### src/rtl/group_divisor_scan_pkg.sv
// Shared definitions for the grouped divisor scanner: FSM state encoding
// and the scan-direction (Mode) encodings.
package group_divisor_scan_pkg;

  typedef enum logic [3:0] {
    S_IDLE      = 4'd0,
    S_GRP_INIT  = 4'd1,
    S_RD_REQ    = 4'd2,
    S_RD_WAIT   = 4'd3,
    S_MOD_START = 4'd4,
    S_MOD_WAIT  = 4'd5,
    S_EVAL      = 4'd6,
    S_NEXT_CAND = 4'd7,
    S_EMIT      = 4'd8,
    S_NEXT_GRP  = 4'd9,
    S_FIN       = 4'd10
  } state_e;

  // Mode 0 walks candidates upward from 2, Mode 1 walks downward from all-ones.
  localparam logic MODE_SMALLEST = 1'b0;
  localparam logic MODE_LARGEST  = 1'b1;

endpackage

### src/rtl/group_divisor_scan_mod_unit.sv
// Restoring remainder unit: Rem = Dividend mod Divisor, one dividend bit per
// cycle. Busy is high for exactly D_WIDTH cycles after a Start pulse; Rem is
// valid once Busy falls. Divisor must be non-zero.
module mod_unit #(
  parameter int D_WIDTH = 8
) (
  input  logic               Clk,
  input  logic               Rst,
  input  logic               Start,
  input  logic [D_WIDTH-1:0] Dividend,
  input  logic [D_WIDTH-1:0] Divisor,
  output logic               Busy,
  output logic [D_WIDTH-1:0] Rem
);

  localparam int C_W = $clog2(D_WIDTH + 1);

  logic [D_WIDTH-1:0] rem_q, rem_d;
  logic [D_WIDTH-1:0] shift_q, shift_d;
  logic [D_WIDTH-1:0] div_q, div_d;
  logic [C_W-1:0]     cnt_q, cnt_d;
  logic               busy_q, busy_d;
  logic [D_WIDTH:0]   trial;

  // One restoring step per busy cycle; a Start while idle loads the operands.
  always_comb begin
    rem_d   = rem_q;
    shift_d = shift_q;
    div_d   = div_q;
    cnt_d   = cnt_q;
    busy_d  = busy_q;
    trial   = {rem_q, shift_q[D_WIDTH-1]};
    if (busy_q) begin
      // Partial remainder is always below the divisor, so the difference fits.
      if (trial >= {1'b0, div_q}) rem_d = D_WIDTH'(trial - {1'b0, div_q});
      else                        rem_d = D_WIDTH'(trial);
      shift_d = shift_q << 1;
      cnt_d   = cnt_q - C_W'(1);
      if (cnt_q == C_W'(1)) busy_d = 1'b0;
    end else if (Start) begin
      rem_d   = '0;
      shift_d = Dividend;
      div_d   = Divisor;
      cnt_d   = C_W'(D_WIDTH);
      busy_d  = 1'b1;
    end
  end

  // Operand and progress registers, cleared to idle by reset.
  always_ff @(posedge Clk or posedge Rst) begin
    if (Rst) begin
      rem_q   <= '0;
      shift_q <= '0;
      div_q   <= '0;
      cnt_q   <= '0;
      busy_q  <= 1'b0;
    end else begin
      rem_q   <= rem_d;
      shift_q <= shift_d;
      div_q   <= div_d;
      cnt_q   <= cnt_d;
      busy_q  <= busy_d;
    end
  end

  assign Busy = busy_q;
  assign Rem  = rem_q;

endmodule

### src/rtl/group_divisor_scan.sv
// Grouped divisor scanner: for each group of GROUP_SIZE memory words, finds the
// smallest (Mode 0, from 2) or largest (Mode 1, from all-ones) candidate that
// divides at least HitThresh words, re-reading the group for every candidate.
// Result handshake: Result/ResultGrp are valid and held while ResultValid is
// high; the consumer accepts by raising ResultAck, sampled on a rising edge
// while ResultValid is high, and ResultValid drops on the following cycle.
// ResultAck is ignored whenever ResultValid is low.
module group_divisor_scan
  import group_divisor_scan_pkg::*;
#(
  parameter int D_WIDTH    = 8,
  parameter int A_WIDTH    = 8,
  parameter int GROUP_SIZE = 4,
  parameter int NUM_GROUPS = 64
) (
  input  logic                            Clk,
  input  logic                            Rst,
  input  logic                            Go,
  input  logic                            Mode,
  input  logic [$clog2(GROUP_SIZE):0]     HitThresh,
  output logic [A_WIDTH-1:0]              Addr,
  output logic                            Rw,
  output logic                            En,
  input  logic [D_WIDTH-1:0]              Data,
  output logic [D_WIDTH-1:0]              Result,
  output logic [$clog2(NUM_GROUPS)-1:0]   ResultGrp,
  output logic                            ResultValid,
  input  logic                            ResultAck,
  output logic                            Busy,
  output logic                            Done,
  output logic [3:0]                      dbg_state
);

  localparam int J_W = $clog2(GROUP_SIZE);
  localparam int T_W = J_W + 1;
  localparam int G_W = $clog2(NUM_GROUPS);
  localparam int C_W = D_WIDTH + 1;  // one spare bit so candidate stepping never wraps

  localparam logic [J_W-1:0] LAST_J   = J_W'(GROUP_SIZE - 1);
  localparam logic [G_W-1:0] LAST_G   = G_W'(NUM_GROUPS - 1);
  localparam logic [T_W-1:0] GS_T     = T_W'(GROUP_SIZE);
  localparam logic [C_W-1:0] CAND_MAX = C_W'((1 << D_WIDTH) - 1);

  state_e             state_q, state_d;
  logic               mode_q, mode_d;
  logic [T_W-1:0]     thr_q, thr_d;
  logic [T_W-1:0]     hits_q, hits_d;
  logic [G_W-1:0]     g_q, g_d;
  logic [J_W-1:0]     j_q, j_d;
  logic [C_W-1:0]     cand_q, cand_d;
  logic [D_WIDTH-1:0] data_q, data_d;
  logic [D_WIDTH-1:0] result_q, result_d;
  logic               done_q, done_d;
  logic               mod_start, mod_busy;
  logic [D_WIDTH-1:0] mod_rem;

  mod_unit #(.D_WIDTH(D_WIDTH)) u_mod (
    .Clk      (Clk),
    .Rst      (Rst),
    .Start    (mod_start),
    .Dividend (data_q),
    .Divisor  (cand_q[D_WIDTH-1:0]),
    .Busy     (mod_busy),
    .Rem      (mod_rem)
  );

  // Next-state and datapath updates for the scan sequence.
  always_comb begin
    state_d   = state_q;
    mode_d    = mode_q;
    thr_d     = thr_q;
    hits_d    = hits_q;
    g_d       = g_q;
    j_d       = j_q;
    cand_d    = cand_q;
    data_d    = data_q;
    result_d  = result_q;
    done_d    = done_q;
    mod_start = 1'b0;
    case (state_q)
      S_IDLE: begin
        if (Go) begin
          mode_d  = Mode;
          thr_d   = (HitThresh == '0 || HitThresh > GS_T) ? GS_T : HitThresh;
          g_d     = '0;
          done_d  = 1'b0;
          state_d = S_GRP_INIT;
        end
      end
      S_GRP_INIT: begin
        cand_d  = (mode_q == MODE_SMALLEST) ? C_W'(2) : CAND_MAX;
        j_d     = '0;
        hits_d  = '0;
        state_d = S_RD_REQ;
      end
      S_RD_REQ:  state_d = S_RD_WAIT;
      S_RD_WAIT: begin
        data_d  = Data;
        state_d = S_MOD_START;
      end
      S_MOD_START: begin
        mod_start = 1'b1;
        state_d   = S_MOD_WAIT;
      end
      S_MOD_WAIT: begin
        // A zero word leaves a zero remainder, so it counts as a hit naturally.
        if (!mod_busy) begin
          if (mod_rem == '0) hits_d = hits_q + T_W'(1);
          state_d = S_EVAL;
        end
      end
      S_EVAL: begin
        if (j_q != LAST_J) begin
          j_d     = j_q + J_W'(1);
          state_d = S_RD_REQ;
        end else if (hits_q >= thr_q) begin
          result_d = cand_q[D_WIDTH-1:0];
          state_d  = S_EMIT;
        end else begin
          state_d = S_NEXT_CAND;
        end
      end
      S_NEXT_CAND: begin
        j_d    = '0;
        hits_d = '0;
        if (mode_q == MODE_SMALLEST) begin
          if (cand_q >= CAND_MAX) begin
            result_d = '0;
            state_d  = S_EMIT;
          end else begin
            cand_d  = cand_q + C_W'(1);
            state_d = S_RD_REQ;
          end
        end else begin
          // Every word is divisible by 1, so reaching it ends the search.
          if (cand_q <= C_W'(2)) begin
            cand_d   = C_W'(1);
            result_d = D_WIDTH'(1);
            state_d  = S_EMIT;
          end else begin
            cand_d  = cand_q - C_W'(1);
            state_d = S_RD_REQ;
          end
        end
      end
      S_EMIT: begin
        if (ResultAck) state_d = S_NEXT_GRP;
      end
      S_NEXT_GRP: begin
        if (g_q != LAST_G) begin
          g_d     = g_q + G_W'(1);
          state_d = S_GRP_INIT;
        end else begin
          state_d = S_FIN;
        end
      end
      S_FIN: begin
        done_d  = 1'b1;
        state_d = S_IDLE;
      end
      default: state_d = S_IDLE;
    endcase
  end

  // State and datapath registers; reset abandons any run in progress.
  always_ff @(posedge Clk or posedge Rst) begin
    if (Rst) begin
      state_q  <= S_IDLE;
      mode_q   <= MODE_SMALLEST;
      thr_q    <= '0;
      hits_q   <= '0;
      g_q      <= '0;
      j_q      <= '0;
      cand_q   <= '0;
      data_q   <= '0;
      result_q <= '0;
      done_q   <= 1'b0;
    end else begin
      state_q  <= state_d;
      mode_q   <= mode_d;
      thr_q    <= thr_d;
      hits_q   <= hits_d;
      g_q      <= g_d;
      j_q      <= j_d;
      cand_q   <= cand_d;
      data_q   <= data_d;
      result_q <= result_d;
      done_q   <= done_d;
    end
  end

  // GROUP_SIZE is a power of two, so g*GROUP_SIZE + j is a concatenation.
  assign Addr        = A_WIDTH'({g_q, j_q});
  assign Rw          = 1'b0;
  assign En          = (state_q == S_RD_REQ);
  assign Result      = result_q;
  assign ResultGrp   = g_q;
  assign ResultValid = (state_q == S_EMIT);
  assign Busy        = (state_q != S_IDLE) && (state_q != S_FIN);
  assign Done        = done_q || (state_q == S_FIN);
  assign dbg_state   = state_q;

endmodule

### config.mk
export PLATFORM = sky130hd
export DESIGN_NAME = group_divisor_scan
export DESIGN_NICKNAME = d
export VERILOG_FILES = /design/src/rtl/group_divisor_scan_pkg.sv /design/src/rtl/group_divisor_scan_mod_unit.sv /design/src/rtl/group_divisor_scan.sv
export SDC_FILE = /design/constraint.sdc
export NUM_CORES = 1
export LEC_CHECK = 0
export CAP_MARGIN = 20
export CORE_ASPECT_RATIO = 1.75
export CORE_MARGIN = 4
export CORE_UTILIZATION = 35
export DETAILED_ROUTE_END_ITERATION = 6
export DONT_BUFFER_PORTS = 1
export SETUP_SLACK_MARGIN = 0.2
export SYNTH_ARGS = -nofsm -noshare
export SYNTH_HDL_FRONTEND = slang
export SYNTH_SLANG_ARGS = --single-unit
### constraint.sdc
create_clock -name Clk -period 3.2 [get_ports Clk]
set_input_delay 0.96 -clock Clk [delete_from_list [all_inputs] [get_ports Clk]]
set_output_delay 0.96 -clock Clk [all_outputs]
set_load 0.005 [all_outputs]
; Word level (Yosys, flattened, before mapping)
; Cells that the tools add are included.
[classes]
addsub = 7
order_cmp = 5
n_eq_ne = 25
n_mux = 43
bitwise = 1
n_reduce_logical = 24
[op_table]
columns = op, count
row1 = 2-to-1 mux 8 bit, 11
row2 = 2-to-1 mux 4 bit, 11
row3 = one-hot mux 4 bit (10 select lines), 1
row4 = 2-to-1 mux 9 bit, 3
row5 = one-hot mux 9 bit (2 select lines), 1
row6 = "== test 4 x 3 -> 1 bit, second input constant", 4
row7 = "inequality test 2 bit, second input constant", 8
row8 = one-hot mux 8 bit (2 select lines), 1
row9 = nonzero test 2 bit, 7
row10 = "== test 4 bit, second input constant", 3
row11 = 2-to-1 mux 6 bit, 2
row12 = one-hot mux 6 bit (2 select lines), 1
row13 = AND reduction 2 bit, 5
row14 = "adder 9 x 1 -> 9 bit, second input constant", 1
row15 = greater-or-equal comparator 9 x 8 -> 1 bit, 1
row16 = "greater-or-equal comparator 9 x 8 -> 1 bit, second input constant", 1
row17 = "less-or-equal comparator 9 x 2 -> 1 bit, second input constant", 1
row18 = 2-to-1 mux 3 bit, 3
row19 = "inequality test 3 bit, second input constant", 3
row20 = AND reduction 3 bit, 3
row21 = "subtractor 9 x 1 -> 9 bit, second input constant", 1
row22 = "== test 4 x 1 -> 1 bit, second input constant", 2
row23 = "== test 4 x 2 -> 1 bit, second input constant", 2
row24 = logical NOT 8 bit, 1
row25 = other kinds (23), 28
[word_totals]
regBits = 74
input_bits = 16
out_inout_bits = 31

; Depth between registers and ports, before layout
[logic_depth]
depth_word = 4
mapped_depth = 10
ltp_nobuf = 9

; Modules after synthesis
; From an unflattened synthesis, not the netlist that was laid out.
[unflattened]
cells_unflattened = 499
area_unflattened_um2 = 4611.9
[modules_own_cells]
columns = mod, instances, cells_each, area_each_um2
row1 = group_divisor_scan, 1, 310, 2880.3
row2 = mod_unit, 1, 189, 1731.7

; Worst setup path after synthesis
; OpenSTA, ideal clock, no wires.
[synth_path]
kind = register to register
start = register u_mod.rem_q[0] (netlist: u_mod.Rem[0])
end = register u_mod.rem_q[2] (netlist: u_mod.Rem[2])
arrival_ns = 2.151
path_slack_ns = 0.928
path_stages_with_launch = 8
n_path_buf = 0
period_less_slack_ns = 2.272
path_cell_list = dfrtp_1 ha_1 nor2b_4 o31ai_1 a31oi_2 a21oi_4 mux2_2 a22o_2
[synth_via]
elab_chain_cells = 3
[synth_rtl]
columns = element, line
row1 = from (decl), group_divisor_scan_mod_unit.sv:18  ; logic [D_WIDTH-1:0] rem_q, rem_d;
row2 = from (signal assigned), group_divisor_scan_mod_unit.sv:58  ; rem_q <= rem_d;
row3 = subtractor 8 bit / greater-or-equal comparator 9 x 8 -> 1 bit (equally long branches), group_divisor_scan_mod_unit.sv:35  ; if (trial >= {1'b0, div_q}) rem_d = D_WIDTH'(trial - {1'b0, div_q});
row4 = 2-to-1 mux 8 bit *, group_divisor_scan_mod_unit.sv:35
row5 = 2-to-1 mux 8 bit *, group_divisor_scan_mod_unit.sv:33  ; if (busy_q) begin
; Mark *: on every way between the ends. The rest lies on a longest branch, timed or not.
; A chain may end at the register's enable or synchronous reset.

; Final worst setup path
[layout_path]
start = register state_q[0] (netlist: dbg_state[0])
end = output En
[layout_via]
elab_chain_cells = 1
[layout_rtl]
columns = element, line
row1 = from (decl), group_divisor_scan.sv:44  ; state_e state_q, state_d;
row2 = from (signal assigned), group_divisor_scan.sv:179  ; state_q <= state_d;
row3 = == test 4 x 2 -> 1 bit, group_divisor_scan.sv:195  ; assign En = (state_q == S_RD_REQ);
row4 = to (decl), group_divisor_scan.sv:23  ; output logic En,
; No other way between the ends.

==> summary.md <==
| Metric | Value |
|---|---|
| Status | `completed` |
| Row Count | `54` |
| # IOs | `47` |
| Sequential Power Share | `32.7%` |
| Register area share after synthesis | `41.4%` |
| P_sw | `2.15 mW` |
| Initial core utilization | `35.7%` |
| Final RePlAce weighted congestion | `0.869` |
| CP Max Fanout | `18` |
| Flops & latches, synth | `74` |
| Final WL | `10100 um` |
| WL/cell | `16.1 um` |
| Die span in y | `157 um` |
| Post-synth net total | `511` |
| Total global routing overflow | `0` |
| Minimum clock period | `2.55 ns` |
| Clock Pin Slew Worst Setup and Hold Paths | `0.06 ns` |
| Final setup fails | `0` |
| Drt pass-1 iters | `4` |
| Synthesized area per cell | `9.45 sq um` |
| Initial antenna violation count | `0` |
| Endpoint class of the critical path | `primary output` |
| Most frequent cells in the layout | `dfrtp_1 (74), nand2_1 (47), nor2_1 (34)` |
| Fillers | `1251` |
| Clock share of power | `21.0%` |
| Worst slew pin tran | `0.741 ns` |
| Post-layout util | `39.3%` |
| Cell count after synthesis | `473` |
| Post-synth EDFFs | `0` |
| Fin Setup TNS | `0 ns` |
| Most common cell after layout, fill and taps aside | `dfrtp_1` |
| Multi-input gate area | `2360 sq um` |
| Fmax | `392 MHz` |
| Number of distinct library cells after synthesis | `66` |
| CTS tree | `yes` |
| Vias post-DR | `3355` |
| Final Hold Fails | `0` |
| Slew headroom | `50.4%` |
| Sequential Area | `1850 sq um` |
| Arrival @ worst endpoint | `1.59 ns` |
| Peak supply drop | `0.462 mV` |
| Synth-to-Final Area Change | `9.94%` |
| Hold slack | `0.479 ns` |
| WS Path Type | `flop to primary output` |
| Logic pwr share | `46.4%` |
| Placeable Area | `12500 sq um` |
| DIE AREA | `14700 sq um` |
| H-tree Lvls | `3` |
| Die width | `93.4 um` |
| Post-Syn Area | `4470 sq um` |
| Hold-fix buffers, CTS | `0` |
| CTS-repair resized insts | `0` |
| Clock Sinks | `74` |
| Max Cap Viol | `0` |
| Leak Pwr | `2.12 nW` |
| Num CTS Buffers | `9` |
| Total setup buffers inserted after CTS | `0` |
| ANT nets after route | `0` |
| DR vias/cell | `5.32` |
| Final max-slew violation count | `0` |
| Worst endpoint required time | `2.24 ns` |
| Worst setup margin | `0.647 ns` |
| Starting DRT DRC Count | `213` |
| Crit start category | `flop` |
| Tot GR Track Use | `14.7%` |
| Layout Skew | `0.0121 ns` |
| Type of the most critical hold path | `flop to flop` |
| RSZ-0062 raised after global routing | `no` |
| Total power | `5.33 mW` |
| Root buffer cell | `clkbuf_16` |
| Crit share post-route | `79.8%` |
| CTS Buffer Depth | `2` |
| Number of global-route vias before repair | `3487` |
| Async SR Flop Fraction | `100%` |
| Ys flop type | `dfrtp_1` |
| Layout cells sized above 1 | `13.6%` |
| # port buffers | `0` |
| Pre-CTS setup slack | `0.717 ns` |
| Ys Warns | `0` |
| Int Power | `3.18 mW` |
| HPWL after DPL | `7440 um` |
| FF-to-FF setup slack | `0.75 ns` |
| Pin count of the biggest net entering global routing | `75` |
| Nets@finish | `496` |
| PD cells | `1090 nW/um^2` |
| First-pass GRT wire length | `17000 um` |
| ANT cells | `0` |
| Net Sw Frac | `40.4%` |
| Clock Latency Late Sink | `0.34 ns` |
| DRC errors left | `0` |
-- critical path, cell delays in order (launching register included) --
cell and delay (ns):
dfrtp_1 0.59, nand2b_1 0.35, nor3_1 0.32
-- stage by stage --
step | instance area [sq um] | instances
2_1_floorplan | 4470 | 473
3_3_place_gp | 4560 | 614
3_5_place_dp | 4560 | 614
4_1_cts | 4880 | 630
5_1_grt | 4910 | 631
6_report | 4910 | 631
-- layout make-up --
class / instances / area share [%]
clock buffers: 11 / 4.94
clock inverters: 5 / 1.73
inverters: 22 / 1.68
multi-input cells: 345 / 48.1
flip-flops and latches: 74 / 37.7
well taps: 168 / 4.28
repair buffers: 6 / 1.58
-- power by group through the flow --
| stage | combinational (mW) | clock (mW) | sequential, mW |
|---|---|---|---|
| after floorplan | 2.16 | 0 | 1.52 |
| after global placement | 2.36 | 0 | 1.79 |
| after detailed placement | 2.42 | 0 | 1.79 |
| after CTS | 2.44 | 1.14 | 1.78 |
| after global routing | 2.78 | 1.18 | 1.80 |
| final | 2.47 | 1.12 | 1.74 |
-- metal layers --
metal,GRT usage (%),vias to the layer above,part of all wire (%)
li1,-,1636,-
met1,15.9,1635,38
met2,26.9,68,56
met3,3.63,16,3.5
met4,5.87,0,2.3
met5,0,-,0
-- sequential cells by signal, indices dropped and copies added (netlist names) --
register / count
u_mod.cnt_q: 4
u_mod.div_q: 8
data_q: 8
dbg_state: 4
u_mod.Busy: 1
hits_q: 3
ResultGrp: 6
cand_q: 9
Result: 8
done_q: 1
mode_q: 1
u_mod.Rem: 8
u_mod.shift_q: 8
j_q: 2
thr_q: 3
-- Yosys cell counts, drive strengths merged (2+ instances only) --
library cell | count | area share, %
nor4 | 4 | 0.90
nand2 | 47 | 3.9
a21o | 3 | 0.50
and2 | 2 | 0.28
xor2 | 7 | 1.4
mux2i | 14 | 3.1
clkbuf | 12 | 1.0
buf | 20 | 2.9
a21oi | 22 | 3.1
mux2 | 14 | 3.5
a221oi | 2 | 0.39
a211oi | 3 | 0.62
o211ai | 2 | 0.34
inv | 22 | 1.8
o21ai | 32 | 3.6
o31a | 3 | 0.59
ha | 21 | 5.9
nand2b | 7 | 0.98
nand3 | 16 | 1.9
nand3b | 4 | 0.67
o21a | 5 | 0.84
nor2b | 9 | 1.6
o22ai | 3 | 0.42
or3 | 4 | 0.56
a31oi | 6 | 0.98
a22o | 10 | 2.1
dfrtp | 74 | 41
a211o | 2 | 0.39
xnor2 | 6 | 1.2
or2 | 4 | 0.56
and3 | 6 | 0.84
nor2 | 36 | 3.4
nand4 | 2 | 0.28
nor3 | 29 | 3.4
o31ai | 3 | 0.50
-- logic make-up after synthesis --
logic type,Yosys count,synth area share [%]
and+or+nand+nor,177,21.1
AOI/OAI and AO/OA,104,16.1
DFF,74,41.4
buffers and inverters,54,5.80
muxes,28,6.66
adders and majority gates,22,6.33
xor gates and xnor gates,13,2.55
other,1,0.0839
-- worst paths after layout --
kind                              start            to  cells after the start
max                        dbg_state[0]            En                      2
min                            thr_q[0]      thr_q[0]                      2
max reg2reg                u_mod.Rem[0]  u_mod.Rem[5]                      7
min reg2reg                    thr_q[0]      thr_q[0]                      2
max in group asynchronous           Rst     Result[7]                      2
min in group asynchronous           Rst     data_q[0]                      2
No activity file was read; power rests on OpenSTA's default activity.
